==> config.mk <==
export PLATFORM = sky130hd
export DESIGN_NAME = apb_sram_requester
export DESIGN_NICKNAME = d
export VERILOG_FILES = /design/src/rtl/apb_sram_pkg.sv /design/src/rtl/apb_sram_requester.sv
export SDC_FILE = /design/constraint.sdc
export NUM_CORES = 1
export LEC_CHECK = 0
export ABC_AREA = 1
export BUFFER_PORTS_ARGS = -buffer_cell sky130_fd_sc_hd__buf_4
export CORE_MARGIN = 2
export CORE_UTILIZATION = 48
export CTS_CLUSTER_DIAMETER = 30
export CTS_CLUSTER_SIZE = 12
export DETAILED_ROUTE_END_ITERATION = 8
export PLACE_DENSITY = 0.8
export SLEW_MARGIN = 20
export SYNTH_ARGS = -nofsm -noshare
export SYNTH_HDL_FRONTEND = slang
export SYNTH_SLANG_ARGS = --single-unit
==> constraint.sdc <==
create_clock -name pclk -period 1.85 [get_ports pclk]
set_clock_uncertainty 0.05 [all_clocks]
set_input_delay 0.2775 -clock pclk [delete_from_list [all_inputs] [get_ports pclk]]
set_output_delay 0.2775 -clock pclk [all_outputs]
set_load 0.1 [all_outputs]
==> src/rtl/apb_sram_pkg.sv <==
// apb_sram_pkg: shared widths, types and requester definitions for the APB SRAM subsystem.
`default_nettype none

package apb_sram_pkg;

   localparam int ADDR_WIDTH = 8;
   localparam int DATA_WIDTH = 32;
   localparam int APB_REQ_TIMEOUT_DEFAULT = 16;

   typedef logic [ADDR_WIDTH-1:0]   apb_addr_t;
   typedef logic [DATA_WIDTH-1:0]   apb_data_t;
   typedef logic [DATA_WIDTH/8-1:0] apb_strb_t;

   typedef enum logic [1:0] {
      IDLE   = 2'd0,
      SETUP  = 2'd1,
      ACCESS = 2'd2,
      RESP   = 2'd3
   } apb_req_state_e;

   typedef struct packed {
      logic      write;
      apb_addr_t addr;
      apb_data_t wdata;
      apb_strb_t strb;
   } apb_req_cmd_t;

   typedef struct packed {
      apb_data_t rdata;
      logic      err;
      logic      timeout;
   } apb_req_rsp_t;

endpackage

`default_nettype wire

==> src/rtl/apb_sram_requester.sv <==
// apb_sram_requester: single-outstanding APB initiator with command/response handshakes
// and an ACCESS-phase timeout. Revision 1.0.
`default_nettype none

module apb_sram_requester
   import apb_sram_pkg::*;
#(
   parameter int ADDR_WIDTH     = apb_sram_pkg::ADDR_WIDTH,
   parameter int DATA_WIDTH     = apb_sram_pkg::DATA_WIDTH,
   parameter int TIMEOUT_CYCLES = APB_REQ_TIMEOUT_DEFAULT
) (
   input  logic                    pclk,
   input  logic                    presetn,
   // command channel
   input  logic                    cmd_valid,
   output logic                    cmd_ready,
   input  logic                    cmd_write,
   input  logic [ADDR_WIDTH-1:0]   cmd_addr,
   input  logic [DATA_WIDTH-1:0]   cmd_wdata,
   input  logic [DATA_WIDTH/8-1:0] cmd_strb,
   // response channel
   output logic                    rsp_valid,
   input  logic                    rsp_ready,
   output logic [DATA_WIDTH-1:0]   rsp_rdata,
   output logic                    rsp_err,
   output logic                    rsp_timeout,
   // APB
   output logic                    psel,
   output logic                    penable,
   output logic                    pwrite,
   output logic [ADDR_WIDTH-1:0]   paddr,
   output logic [DATA_WIDTH-1:0]   pwdata,
   output logic [DATA_WIDTH/8-1:0] pstrb,
   input  logic [DATA_WIDTH-1:0]   prdata,
   input  logic                    pready,
   input  logic                    pslverr
);

   localparam int CNT_W = $clog2(TIMEOUT_CYCLES + 1);
   // Value held during the last permitted wait cycle; reaching it without pready aborts.
   localparam logic [CNT_W-1:0] TMO_LAST = CNT_W'(TIMEOUT_CYCLES - 1);

   apb_req_state_e   state_q;
   apb_req_state_e   state_d;
   apb_req_cmd_t     cmd_q;
   apb_req_rsp_t     rsp_q;
   logic [CNT_W-1:0] tmo_cnt;
   logic             misaligned;
   logic             tmo_hit;

   assign misaligned = (cmd_addr[1:0] != 2'b00);
   assign tmo_hit    = (tmo_cnt == TMO_LAST);

   always_ff @(posedge pclk) begin
      if (!presetn) begin
         state_q <= IDLE;
      end else begin
         state_q <= state_d;
      end
   end

   always_comb begin
      state_d   = state_q;
      cmd_ready = 1'b0;
      psel      = 1'b0;
      penable   = 1'b0;
      rsp_valid = 1'b0;
      case (state_q)
         IDLE: begin
            cmd_ready = 1'b1;
            if (cmd_valid) begin
               state_d = misaligned ? RESP : SETUP;
            end
         end
         SETUP: begin
            psel    = 1'b1;
            state_d = ACCESS;
         end
         ACCESS: begin
            psel    = 1'b1;
            penable = 1'b1;
            if (pready || tmo_hit) begin
               state_d = RESP;
            end
         end
         RESP: begin
            rsp_valid = 1'b1;
            if (rsp_ready) begin
               state_d = IDLE;
            end
         end
         default: state_d = IDLE;
      endcase
   end

   always_ff @(posedge pclk) begin
      if (!presetn) begin
         cmd_q   <= '0;
         rsp_q   <= '0;
         tmo_cnt <= '0;
      end else begin
         case (state_q)
            IDLE: begin
               if (cmd_valid) begin
                  cmd_q <= '{write: cmd_write, addr: cmd_addr, wdata: cmd_wdata, strb: cmd_strb};
                  rsp_q <= '{rdata: '0, err: misaligned, timeout: 1'b0};
               end
            end
            ACCESS: begin
               if (pready) begin
                  // pready wins even on the final wait cycle
                  rsp_q <= '{rdata:   (cmd_q.write || pslverr) ? '0 : prdata,
                             err:     pslverr,
                             timeout: 1'b0};
               end else begin
                  tmo_cnt <= tmo_cnt + 1'b1;
                  if (tmo_hit) begin
                     rsp_q <= '{rdata: '0, err: 1'b1, timeout: 1'b1};
                  end
               end
            end
            RESP: begin
               if (rsp_ready) begin
                  tmo_cnt <= '0;
               end
            end
            default: ;
         endcase
      end
   end

   assign pwrite      = cmd_q.write;
   assign paddr       = cmd_q.addr;
   assign pwdata      = cmd_q.wdata;
   assign pstrb       = cmd_q.write ? cmd_q.strb : '0;
   assign rsp_rdata   = rsp_q.rdata;
   assign rsp_err     = rsp_q.err;
   assign rsp_timeout = rsp_q.timeout;

endmodule

`default_nettype wire

==> impl_metrics.env <==
export IMPL_rows=33
export IMPL_cts_sinks=86
export IMPL_seq_area_frac_synth=0.435
export IMPL_finalHoldViolations=0
export IMPL_drc_errors=0
export IMPL_reg2reg_to="rsp_rdata[23]"
export IMPL_cts_buffers=9
export IMPL_min_to="pwdata[10]"
export IMPL_dieWidth_um=94.8
export IMPL_cap_violations=0
export IMPL_wirelength_um=9550
export IMPL_start_util=0.489
export IMPL_fin_setup_tns_ps=0
export IMPL_grt_overflow_total=0
export IMPL_yosys_warnings=0
export IMPL_hold_depth=3
export IMPL_syn_num_nets=669
export IMPL_worstSetupPathType="flip-flop to flip-flop"
export IMPL_clk_path_buf_depth=2
export IMPL_dp_cells=786
export IMPL_die_area_sq_um=9000
export IMPL_portBuffers=165
export IMPL_syn_area_per_cell_sq_um=6.83
export IMPL_worstPathMaxFanout=10
export IMPL_relSlewSlack=0.723
export IMPL_worst_slew_pin_slew_ps=415
export IMPL_required_ps=2030
export IMPL_fmaxAchievable_mhz=568
export IMPL_synthCells=580
export IMPL_grt_pass1_vias=3481
export IMPL_num_vias=3771
export IMPL_r2r_start="tmo_cnt[0]"
export IMPL_outcome="finished clean"
export IMPL_reg2reg_depth=11
export IMPL_drt_iter0_drc=127
export IMPL_synth_top_cell_area_share=0.435
export IMPL_min_period_ps=1760
export IMPL_synth_seq_cells=86
export IMPL_ys_top_cells_by_area="dfxtp_1 (43%), nor2_1 (18%), buf_4 (7.8%), nand2_1 (7.7%), o21ai_0 (6.3%)"
export IMPL_io_pins=166
export IMPL_grt_pass1_wl_um=14900
export IMPL_ant_nets=0
export IMPL_die_h_um=94.8
export IMPL_critPathMaxStageDelay_ps=330
export IMPL_crit_cells=11
export IMPL_final_cells=805
export IMPL_netlist_cell_type_count=19
export IMPL_critPathCaptureType="flip-flop"
export IMPL_rsz0062_at_grt="yes"
export IMPL_rrSetupSlack_ps=90
export IMPL_maxSlewViolCount=0
export IMPL_cp_arrival_ps=1940
export IMPL_nNetsFinal=784
export IMPL_antenna_found_initial=0
export IMPL_diodes=0
export IMPL_dr_pass1_iters=5
export IMPL_period_share=0.952
export IMPL_grt_use_total=0.205
export IMPL_worstPathCellList="ha_1, nand2_1, nor2_1, ha_1, nor2_2, nand2_2, nand2_4, clkinvlp_4, buf_4, nor2_1, nor2_1"
export IMPL_cpMostUsedCell="nor2_1"
export IMPL_drive_gt1_frac=0.287
export IMPL_syn_to_final_growth_pct=31.0
export IMPL_startpoint_type="flip-flop"
export IMPL_cts_tree="built"
export IMPL_path_buf_inv=2
export IMPL_h_tree_depth=3
export IMPL_insertion_delay_ps=330
export IMPL_wl_per_cell_um=11.9
export IMPL_place_detailed_hpwl_um=6590
export IMPL_netlist_area_sq_um=3960
export IMPL_fin_ws_ps=89.7
export IMPL_routed_via_density=4.68
export IMPL_dp_slack_ps=42.2
export IMPL_cp_slowest_cell="dfxtp_1"
export IMPL_hp_class="primary input to flip-flop"
export IMPL_grt_start_max_net_pins=85
export IMPL_min_delay_start="cmd_wdata[10]"
export IMPL_cts_clk_slew_worst_paths_ps=90
export IMPL_final_setup_viol_count=0
export IMPL_cts_root_buf="clkbuf_8"
export IMPL_place_gp_congestion=0.807
export IMPL_fin_util=0.641
export IMPL_synth_largest_area_cell="dfxtp_1"
export IMPL_cp_top_family="simple AND/OR/NAND/NOR gates"
export IMPL_coreArea_sq_um=8090
## layer usage
layer,vias to the layer above,routed length (um),GRT usage,share of wire
met5,-,0,0,0
li1,1960,-,-,-
met2,98,4890,0.372,0.51
met1,1694,3940,0.231,0.41
met4,0,206,0.0785,0.022
met3,19,515,0.0487,0.054
## synth_stat cells (all sizes together)
cell type    n
ha           6
buf         61
o21ai       50
dfxtp       86
nand2       81
nand4        2
nor3         1
nand3       42
a21boi       1
clkbuf      11
nor2       189
inv         49
a21oi        1
## metrics by stage
| stage | hold WS (ps) | area, sq um |
|---|---|---|
| after floorplan | 394 | 3970 |
| after global placement | 411 | 4970 |
| after detailed placement | 422 | 4970 |
| after CTS | 121 | 5140 |
| after global routing | 134 | 5190 |
| final | 134 | 5190 |
## worst min-delay path, cell delays in order
cell,delay (ps)
buf_4,70
o21ai_0,70
nor2_1,70
## flip-flops by register name (all words and copies together), names as in the netlist, 2 cells and up
register   flops
cmd_q          4
paddr          8
pwdata        32
rsp_rdata     32
state_q        2
tmo_cnt        5
## area by class of cell
cell class                      instances  area, sq um
Multi-Input combinational cell        373         1610
Sequential cell                        86         1720
Inverter                               49          188
Tap cell                              105          131
Clock buffer                           11          131
Timing Repair Buffer                  174         1360
Timing Repair inverter                  2         15.0
Fill cell                             755         2900
Clock inverter                          5         36.3
## cells in the final DEF, fill, tap and decap left out
master	Yosys	layout
buf_12	0	3
buf_8	0	1
nor3_1	1	1
clkbuf_1	11	2
nand4_1	2	2
ha_1	6	3
clkinvlp_4	0	6
clkbuf_8	0	9
nand2_1	81	79
inv_2	1	1
clkinv_2	0	1
nand2_2	0	1
nor2_2	1	2
nand3_1	42	42
dfxtp_1	86	85
a21boi_0	1	1
clkinv_4	0	1
o21ai_0	50	50
nand2_4	0	1
buf_6	3	1
dfxtp_2	0	1
buf_4	41	169
inv_1	48	47
nor2_1	187	186
nor2_4	1	1
ha_2	0	3
a21oi_1	1	1
## logic make-up (layout without fill, tap and decap cells)
family / count (synthesis) / count (layout) / share of synthesized area
DFF: 86 / 86 / 0.435
and+or+nand+nor: 315 / 315 / 0.316
buffers and inverters: 121 / 241 / 0.164
adders and majority gates: 6 / 6 / 0.0190
AOI/OAI and AO/OA: 52 / 52 / 0.0663
## timing repair
action / 4_1_cts / 5_1_grt
setup endpoints to repair: 0 / 36
hold buffers: 0 / 0
setup buffers: 0 / 1
gates resized for setup: 0 / 10
## worst max path at each step
stage	slack, ps	endpoint	start
after global routing	-50	rsp_rdata[23]	tmo_cnt[0]
after global placement	120	rsp_rdata[6]	tmo_cnt[0]
final	90	rsp_rdata[23]	tmo_cnt[0]
after floorplan	-130	rsp_err	state_q[0]
after detailed placement	40	rsp_rdata[22]	tmo_cnt[0]
after CTS	30	rsp_rdata[22]	tmo_cnt[0]
Power is not shown: default switching activity piles up to over one toggle a cycle in this logic, so the estimate is an artifact.
